$ cat config.mk
export PLATFORM = sky130hd
export DESIGN_NAME = vco_pll_cfg_flat
export DESIGN_NICKNAME = d
export VERILOG_FILES = /design/src/rtl/vco_pll_cfg_if.sv /design/src/rtl/vco_pll_cfg.sv /design/src/flat_wrapper.sv
export SDC_FILE = /design/constraint.sdc
export NUM_CORES = 1
export LEC_CHECK = 0
export CAP_MARGIN = 25
export CORE_MARGIN = 8
export CORE_UTILIZATION = 49
export DETAILED_ROUTE_END_ITERATION = 7
export PLACE_DENSITY = 0.81
export SLEW_MARGIN = 5
export SYNTH_ARGS = -nofsm -noshare
export SYNTH_HDL_FRONTEND = slang
export SYNTH_SLANG_ARGS = --single-unit
$ cat constraint.sdc
create_clock -name clk -period 4.2 [get_ports clk]
set_input_delay 0.42 -clock clk [delete_from_list [all_inputs] [get_ports clk]]
set_output_delay 0.42 -clock clk [all_outputs]
set_load 0.05 [all_outputs]
$ cat src/rtl/vco_pll_cfg_if.sv
// vco_pll_cfg_if: control handshake plus synthesizer 3-wire and lock-detect pins of the LO sequencer
interface vco_pll_cfg_if #(parameter int NUM_REGS = 6);
    logic                   start;
    logic [NUM_REGS*32-1:0] cfg_regs;
    logic                   busy;
    logic                   done;
    logic                   locked;
    logic                   lock_err;
    logic                   VCO_CE;
    logic                   VCO_CLK;
    logic                   VCO_DATA;
    logic                   VCO_LE;
    logic                   VCO_LD;
    modport master (
        output start, cfg_regs, VCO_LD,
        input  busy, done, locked, lock_err, VCO_CE, VCO_CLK, VCO_DATA, VCO_LE
    );
    modport slave (
        input  start, cfg_regs, VCO_LD,
        output busy, done, locked, lock_err, VCO_CE, VCO_CLK, VCO_DATA, VCO_LE
    );
endinterface

$ cat src/rtl/vco_pll_cfg.sv
// vco_pll_cfg: serial programming of the LO synthesizer register bank followed by lock qualification
module vco_pll_cfg #(
    parameter int NUM_REGS     = 6,
    parameter int CLK_DIV      = 10,
    parameter int LOCK_HOLD    = 16,
    parameter int LOCK_TIMEOUT = 50000
) (
    input logic          clk,
    input logic          rst_n,
    vco_pll_cfg_if.slave bus
);
    localparam int W  = NUM_REGS * 32;
    localparam int CW = $clog2(CLK_DIV + 1);
    localparam int RW = $clog2(NUM_REGS + 1);
    localparam int HW = $clog2(LOCK_HOLD + 1);
    localparam int TW = $clog2(LOCK_TIMEOUT + 1);
    localparam logic [CW-1:0] DIV_LAST = CW'(CLK_DIV - 1);
    localparam logic [HW-1:0] HOLD_N   = HW'(LOCK_HOLD);
    localparam logic [TW-1:0] TMO_N    = TW'(LOCK_TIMEOUT);
    typedef enum logic [2:0] {IDLE, SHIFT, LATCH, GAP, WAIT_LOCK} state_t;
    state_t        state, state_d;
    logic [W-1:0]  shadow, shadow_d;
    logic [CW-1:0] cnt, cnt_d;
    logic [4:0]    bit_cnt, bit_cnt_d;
    logic [RW-1:0] idx, idx_d;
    logic [HW-1:0] hold, hold_d, hold_nx;
    logic [TW-1:0] tmo, tmo_d, tmo_nx;
    logic          ld_s1, ld_s2, div_end;
    logic          busy_d, done_d, locked_d, err_d, ce_d, sclk_d, sdata_d, le_d;
    assign div_end = cnt == DIV_LAST;
    assign hold_nx = ld_s2 ? hold + 1'b1 : '0;
    assign tmo_nx  = tmo + 1'b1;
    // shadow is a left-shifting image: its MSB is always the next bit on the wire
    always_comb begin
        state_d   = state;
        shadow_d  = shadow;
        cnt_d     = div_end ? '0 : cnt + 1'b1;
        bit_cnt_d = bit_cnt;
        idx_d     = idx;
        hold_d    = hold;
        tmo_d     = tmo;
        busy_d    = bus.busy;
        done_d    = 1'b0;
        locked_d  = bus.locked;
        err_d     = bus.lock_err;
        ce_d      = bus.VCO_CE;
        sclk_d    = bus.VCO_CLK;
        sdata_d   = bus.VCO_DATA;
        le_d      = bus.VCO_LE;
        case (state)
            IDLE: begin
                locked_d = bus.locked & ld_s2;
                if (bus.start) begin
                    state_d   = SHIFT;
                    shadow_d  = bus.cfg_regs << 1;
                    sdata_d   = bus.cfg_regs[W-1];
                    cnt_d     = '0;
                    bit_cnt_d = '0;
                    idx_d     = RW'(NUM_REGS - 1);
                    busy_d    = 1'b1;
                    ce_d      = 1'b1;
                    locked_d  = 1'b0;
                    err_d     = 1'b0;
                end
            end
            SHIFT: begin
                if (div_end && !bus.VCO_CLK) sclk_d = 1'b1;
                else if (div_end) begin
                    sclk_d = 1'b0;
                    if (bit_cnt == 5'd31) begin
                        state_d = LATCH;
                        sdata_d = 1'b0;
                        le_d    = 1'b1;
                    end else begin
                        bit_cnt_d = bit_cnt + 1'b1;
                        sdata_d   = shadow[W-1];
                        shadow_d  = shadow << 1;
                    end
                end
            end
            LATCH: begin
                if (div_end) begin
                    le_d    = 1'b0;
                    state_d = GAP;
                end
            end
            GAP: begin
                if (div_end && idx != '0) begin
                    state_d   = SHIFT;
                    idx_d     = idx - 1'b1;
                    bit_cnt_d = '0;
                    sdata_d   = shadow[W-1];
                    shadow_d  = shadow << 1;
                end else if (div_end) begin
                    state_d = WAIT_LOCK;
                    hold_d  = '0;
                    tmo_d   = '0;
                end
            end
            WAIT_LOCK: begin
                hold_d = hold_nx;
                tmo_d  = tmo_nx;
                if (hold_nx == HOLD_N || tmo_nx == TMO_N) begin
                    state_d  = IDLE;
                    done_d   = 1'b1;
                    busy_d   = 1'b0;
                    locked_d = hold_nx == HOLD_N;
                    err_d    = hold_nx != HOLD_N;
                end
            end
            default: state_d = IDLE;
        endcase
    end
    always_ff @(posedge clk or negedge rst_n) begin
        if (!rst_n) begin
            state        <= IDLE;
            shadow       <= '0;
            cnt          <= '0;
            bit_cnt      <= '0;
            idx          <= '0;
            hold         <= '0;
            tmo          <= '0;
            ld_s1        <= 1'b0;
            ld_s2        <= 1'b0;
            bus.busy     <= 1'b0;
            bus.done     <= 1'b0;
            bus.locked   <= 1'b0;
            bus.lock_err <= 1'b0;
            bus.VCO_CE   <= 1'b0;
            bus.VCO_CLK  <= 1'b0;
            bus.VCO_DATA <= 1'b0;
            bus.VCO_LE   <= 1'b0;
        end else begin
            state        <= state_d;
            shadow       <= shadow_d;
            cnt          <= cnt_d;
            bit_cnt      <= bit_cnt_d;
            idx          <= idx_d;
            hold         <= hold_d;
            tmo          <= tmo_d;
            ld_s1        <= bus.VCO_LD;
            ld_s2        <= ld_s1;
            bus.busy     <= busy_d;
            bus.done     <= done_d;
            bus.locked   <= locked_d;
            bus.lock_err <= err_d;
            bus.VCO_CE   <= ce_d;
            bus.VCO_CLK  <= sclk_d;
            bus.VCO_DATA <= sdata_d;
            bus.VCO_LE   <= le_d;
        end
    end
endmodule

$ cat src/flat_wrapper.sv
// flat-port wrapper written by rule: the top's interface ports become plain ports
module vco_pll_cfg_flat 
#(
    parameter int NUM_REGS     = 6,
    parameter int CLK_DIV      = 10,
    parameter int LOCK_HOLD    = 16,
    parameter int LOCK_TIMEOUT = 50000
)
  (clk, rst_n, bus_start, bus_cfg_regs, bus_VCO_LD, bus_busy, bus_done, bus_locked, bus_lock_err, bus_VCO_CE, bus_VCO_CLK, bus_VCO_DATA, bus_VCO_LE);
  vco_pll_cfg_if #(.NUM_REGS(NUM_REGS)) bus_i ();
  input logic clk;
  input logic rst_n;
  input wire logic [$bits(bus_i.start)-1:0] bus_start;
  input wire logic [$bits(bus_i.cfg_regs)-1:0] bus_cfg_regs;
  input wire logic [$bits(bus_i.VCO_LD)-1:0] bus_VCO_LD;
  output wire logic [$bits(bus_i.busy)-1:0] bus_busy;
  output wire logic [$bits(bus_i.done)-1:0] bus_done;
  output wire logic [$bits(bus_i.locked)-1:0] bus_locked;
  output wire logic [$bits(bus_i.lock_err)-1:0] bus_lock_err;
  output wire logic [$bits(bus_i.VCO_CE)-1:0] bus_VCO_CE;
  output wire logic [$bits(bus_i.VCO_CLK)-1:0] bus_VCO_CLK;
  output wire logic [$bits(bus_i.VCO_DATA)-1:0] bus_VCO_DATA;
  output wire logic [$bits(bus_i.VCO_LE)-1:0] bus_VCO_LE;
  assign bus_i.start = bus_start;
  assign bus_i.cfg_regs = bus_cfg_regs;
  assign bus_i.VCO_LD = bus_VCO_LD;
  assign bus_busy = bus_i.busy;
  assign bus_done = bus_i.done;
  assign bus_locked = bus_i.locked;
  assign bus_lock_err = bus_i.lock_err;
  assign bus_VCO_CE = bus_i.VCO_CE;
  assign bus_VCO_CLK = bus_i.VCO_CLK;
  assign bus_VCO_DATA = bus_i.VCO_DATA;
  assign bus_VCO_LE = bus_i.VCO_LE;
  vco_pll_cfg #(.NUM_REGS(NUM_REGS), .CLK_DIV(CLK_DIV), .LOCK_HOLD(LOCK_HOLD), .LOCK_TIMEOUT(LOCK_TIMEOUT)) u_core (.clk(clk), .rst_n(rst_n), .bus(bus_i));
endmodule
# Word level (Yosys, flattened, before mapping)
# Index checks and enable logic that the tools add are counted.
[op_classes]
addsub = 5
mul = 0
div_mod_pow = 0
n_lt_le_gt_ge = 0
eq_ne = 20
shift = 0
muxes = 57
bitwise = 1
n_reduce_logical = 22
[ops]
columns = ["operator", "count"]
rows = [
  ["192-bit two-way mux", 5],
  ["192-bit one-hot mux with 3 select lines", 1],
  ["5-bit two-way mux", 8],
  ["16-bit two-way mux", 2],
  ["16-bit one-hot mux with 2 select lines", 1],
  ["3-bit two-way mux", 10],
  ["1-bit two-way mux", 18],
  ["16-bit by 1-bit adder with 16-bit output (second input constant)", 1],
  ["16-bit equality test (second input constant)", 1],
  ["3-bit one-hot mux with 5 select lines", 1],
  ["5-bit one-hot mux with 3 select lines", 1],
  ["4-bit two-way mux", 3],
  ["2-bit by 1-bit inequality test with 1-bit output (second input constant)", 6],
  ["5-bit by 1-bit adder with 5-bit output (second input constant)", 2],
  ["5-bit equality test (second input constant)", 2],
  ["5-bit one-hot mux with 2 select lines", 1],
  ["5-bit AND reduction", 2],
  ["2-bit nonzero test", 5],
  ["3-bit AND reduction", 3],
  ["2-bit inequality test (second input constant)", 4],
  ["1-bit one-hot mux with 2 select lines", 4],
  ["7-bit AND reduction", 1],
  ["3-bit by 2-bit equality test with 1-bit output (second input constant)", 2],
  ["3-bit one-hot mux with 2 select lines", 1],
  ["16 further kinds", 20],
]
[totals]
register_bits = 238
latchBits = 0
ramBits = 0
rom_bits = 0
inputBits = 196
output_inout_bits = 8
elab_cells = 122
n_memories = 0

# Depth between registers and ports, before layout
[logic_depth]
depth_word = 6
mapped_depth = 11
depth_no_buf = 8

# Worst setup path before layout
# OpenSTA, ideal clock, no wires.
[synth_timing]
path_type = "register to register"
startpoint = "register u_core.tmo[0]"
endpoint = "register u_core.bus.done"
setup_time_ns = 0.077
arrival_time_ns = 2.293
required_time_ns = 4.123
slack_ns = 1.830
path_stages_with_launch = 8
path_buffers = 0
synth_period_minus_slack_ns = 2.370
path_cell_list = "dfrtp_1 > ha_1 > nand3_2 > nor3_4 > mux2i_1 > or4_1 > or4_1 > a21oi_1"
[synth_between]
elab_chain_cells = 5
[synth_lines]
columns = ["item", "line", "rtl"]
rows = [
  ["start, declared", "vco_pll_cfg.sv:27", "logic [TW-1:0] tmo, tmo_d, tmo_nx;"],
  ["start signal, assigned", "vco_pll_cfg.sv:140", "tmo <= tmo_d;"],
  ["16-bit by 1-bit adder with 16-bit output", "vco_pll_cfg.sv:32", "assign tmo_nx = tmo + 1'b1;"],
  ["16-bit equality test", "vco_pll_cfg.sv:103", "if (hold_nx == HOLD_N || tmo_nx == TMO_N) begin"],
  ["1-bit logical OR", "vco_pll_cfg.sv:103", ""],
  ["1-bit two-way mux", "vco_pll_cfg.sv:103", ""],
  ["1-bit two-way mux", "vco_pll_cfg.sv:50", "case (state)"],
  ["net u_core.done_d", "vco_pll_cfg.sv:29", "logic busy_d, done_d, locked_d, err_d, ce_d, sclk_d, sdata_d, le_d;"],
  ["end signal, assigned", "vco_pll_cfg.sv:144", "bus.done <= done_d;"],
  ["end, declared", "vco_pll_cfg_if.sv:20", "output busy, done, locked, lock_err, VCO_CE, VCO_CLK, VCO_DATA, VCO_LE"],
]
# The timed path passes the listed nets, and every way through them passes these cells.
# A chain may end at the register's enable or synchronous reset.

# Worst setup path after layout
[layout_timing]
startpoint = "register u_core.idx[0]"
endpoint = "register u_core.shadow[21]"
[layout_between]
elab_chain_cells = 4
[layout_lines]
columns = ["item", "line", "rtl"]
rows = [
  ["start, declared", "vco_pll_cfg.sv:25", "logic [RW-1:0] idx, idx_d;"],
  ["start signal, assigned", "vco_pll_cfg.sv:138", "idx <= idx_d;"],
  ["3-bit nonzero test", "vco_pll_cfg.sv:88", "if (div_end && idx != '0) begin"],
  ["1-bit logical AND", "vco_pll_cfg.sv:88", ""],
  ["2-bit by 1-bit inequality test with 1-bit output (no source line)", "--", ""],
  ["6-bit AND reduction (no source line)", "--", ""],
  ["end signal, assigned", "vco_pll_cfg.sv:135", "shadow <= shadow_d;"],
  ["end, declared", "vco_pll_cfg.sv:22", "logic [W-1:0] shadow, shadow_d;"],
]
# No other way between the ends.

==> results.md <==
* PostCTS Resize Cnt at 0
* TritonCTS Sinks at 237
* Routed Antenna Nets at 0
* Largest net degree at the start of global routing at 247
* CP most frequent cell: ha_1
* Top cells by area, synth: dfrtp_1 (54%), nand2_1 (14%), a31oi_1 (11%)
* Count of cell types in the netlist at 54
* Sequential-to-total area share from yosys stat at 0.536
* Core footprint at 22400 µm²
* Crit-path cells: inv_1 -> ha_1 -> ha_1 -> or3_1 -> a21o_1 -> o21ai_4 -> buf_12 -> nor2_1 -> a31oi_1
* Mapped Area at 11100 µm²
* Comb power frac at 0.286
* Die Width at 166 µm
* Setup TNS at 0 ps
* Crit share post-route at 0.671
* Yosys warns at 0
* Drt first pass iters at 5
* Crit path launch type: register
* Root buffer cell: clkbuf_16
* Skew final at 12.9 ps
* Routed WL per cell at 15.1 µm
* Internal power at 5830 µW
* Sequential Power Share at 0.433
* Vias in the first global route at 9470
* CP top delay family: compound AO/OA/AOI/OAI gates
* CTS tree: built
* Dominant synthesized flop cell: dfrtp_1
* Layout cells sized above 1 at 0.0477
* Slew of the pin with the lowest slew margin at 1040 ps
* Reg clk slew, reported paths at 60 ps
* Clock Path Buffers at 3
* Fillcell total at 1799
* Yosys top cell by area: dfrtp_1
* Most common cell in the netlist: nand2_1
* Top cell type's share of synthesized area at 0.536
* Max_cap viols at 0
* Gate Count Post-Synth at 1322
* EDFF count, synth at 0
* Fmax at 0.355 GHz
* Post-synth ARST share at 1.00
* Clk_lat worst skew at 530 ps
* Io pins at 204
* Top cells by count, synth: nand2_1 (416), dfrtp_1 (237), nor2_1 (217), a31oi_1 (197), clkbuf_1 (56)
* Vias/cell at 5.47
* FF+latch count, synth at 237
* Sw Share at 0.331
* Worst-path maximum fanout at 246
* Setup Crit Path Kind: reg -> reg
* Fin nets at 1672
* All-Layer GR Usage at 0.190
* Switching pwr at 2880 µW
* Crit. End Element: register
* Post-Syn Nets at 1525
* ANT cells at 0
* Die height at 166 µm
* Clock power share at 0.281
* Worst EP required at 4640 ps
* CTS buffer count at 26
* Max rail drop VDD at 283 µV
* Buffers on Ports at 203
* Row count at 55
* Rel. slew slack at 0.310
* Endpoints failing hold at 0
* Min cycle time layout at 2820 ps
* Slew Viols, Final at 0
* Setup Viol. Count Final at 0
* RSZ-0062 raised after global routing: false
* Final WL at 26800 µm
* H-Tree Depth at 1
* Final GP Congestion at 0.833
* Hold Path Class: in -> reg
* Gr ovfl total at 0
* First-pass GRT wire length at 45900 µm
* Detailed Place HPWL at 17600 µm
* Die Area at 27600 µm²
* Initial antenna violation count at 0
* Pwr dens at 615 nW/µm²
* Pre-CTS setup slack at 1480 ps
* DRC viols at 0
* Crit path DAT at 3250 ps
* Area taken by flip-flops and latches at 5930 µm²
* Final worst setup slack at 1380 ps
* Crit path largest cell delay at 530 ps
* Vias at 9705
* Crit path buffers/inverters at 2
* R2R Setup Slk at 1380 ps
* Multi-input gate area at 4700 µm²
* Avg Cell Area, Syn at 8.37 µm²
* Starting Density at 0.494
* Slowest cell on the critical path: buf_12
* Leakage at 0.00615 µW
* Hold-fix buffers at CTS at 1
* Area Growth Syn to Fin at 28.0%
* Outcome: finished, final reports clean
* Setup repair bufs after CTS at 0
* Iteration-0 DRC Markers at 902
==> final cells by class <==
class,count,area share
repair buffers,215,0.155
well taps,285,0.0252
clock buffers,30,0.0498
inverters,7,0.00186
multi-input cells,982,0.332
clock inverters,17,0.0166
flip-flops and latches,237,0.419
==> metrics by stage <==
| stage | total power (µW) | utilization | hold slack [ps] | instances | cell area [µm²] |
|---|---|---|---|---|---|
| 2_1_floorplan | 5550 | - | 124 | 1322 | 11100 |
| 3_3_place_gp | 6130 | 0.589 | 333 | 1724 | 13200 |
| 3_5_place_dp | 6280 | 0.589 | 339 | 1724 | 13200 |
| 4_1_cts | 8780 | 0.632 | 311 | 1772 | 14100 |
| 5_1_grt | 9380 | 0.633 | 314 | 1773 | 14200 |
| 6_report | 8710 | 0.633 | 328 | 1773 | 14200 |
==> cell usage in the layout (no fill, tap or decap), drive strengths merged, types with 3 or more instances in the layout <==
master | netlist | final
a21oi | 14 | 14
a31oi | 197 | 197
and3 | 4 | 4
buf | 40 | 12
bufinv | 0 | 5
clkbuf | 56 | 30
clkdlybuf4s50 | 0 | 202
clkinv | 0 | 11
dfrtp | 237 | 237
ha | 7 | 7
inv | 7 | 7
mux2i | 3 | 3
nand2 | 416 | 416
nand2b | 4 | 4
nand3 | 14 | 14
nand4 | 9 | 9
nor2 | 217 | 217
nor4 | 5 | 5
o21ai | 40 | 40
o31ai | 3 | 3
xnor2 | 6 | 6
xor2 | 5 | 5
==> worst register-to-register path: stages, from the launching register on <==
cell and delay (ps):
dfrtp_1 330, inv_1 50, ha_1 200, ha_1 220
or3_1 400, a21o_1 280, o21ai_4 120, buf_12 530
nor2_1 390, a31oi_1 210
==> state kept, by name, indices dropped and copies added (netlist names) <==
signal / flops
u_core.bus.VCO_CLK: 1
u_core.bus.VCO_DATA: 1
u_core.bus.done: 1
u_core.bus.lock_err: 1
u_core.bit_cnt: 5
u_core.tmo: 16
u_core.bus.VCO_CE: 1
u_core.idx: 3
u_core.hold: 5
u_core.state: 3
u_core.ld_s1: 1
u_core.shadow: 191
u_core.bus.VCO_LE: 1
u_core.cnt: 4
u_core.bus.locked: 1
u_core.ld_s2: 1
u_core.bus.busy: 1
==> kinds of logic (layout without fill, tap and decap cells) <==
group	after synthesis	in the layout	share of synthesized area
flip-flops	237	237	0.536
AO/OA/AOI/OAI	269	269	0.149
AND/OR/NAND/NOR	691	691	0.253
XOR/XNOR	11	11	0.00871
adder cells (fa/ha/maj)	7	7	0.00792
buffers and inverters	103	269	0.0410
multiplexers	4	4	0.00373
==> metal layers <==
layer  track usage  up-vias  wire length (µm)
li1              -     4770                 -
met1         0.260     4630             12100
met2         0.309      264             12600
met3        0.0406       41              1630
met4        0.0400        0               446
met5             0        -                 0
==> final timing paths <==
| path | to | depth (start not counted) | start |
|---|---|---|---|
| max | u_core.shadow[21] | 9 | u_core.idx[0] |
| min | u_core.ld_s1 | 1 | bus_VCO_LD |
| min in group asynchronous | u_core.shadow[50] | 2 | rst_n |
| max in group asynchronous | u_core.shadow[18] | 3 | rst_n |
| min reg2reg | u_core.ld_s2 | 0 | u_core.ld_s1 |
| max reg2reg | u_core.shadow[21] | 9 | u_core.idx[0] |
==> power groups by stage <==
stage / combinational [µW] / clock [µW] / sequential, µW
finish: 2490 / 2450 / 3770
floorplan: 1880 / 0 / 3670
global route: 2900 / 2590 / 3890
CTS: 2510 / 2510 / 3760
global placement: 2380 / 0 / 3750
detailed placement: 2500 / 0 / 3780
(Power assumes the default switching activity.)
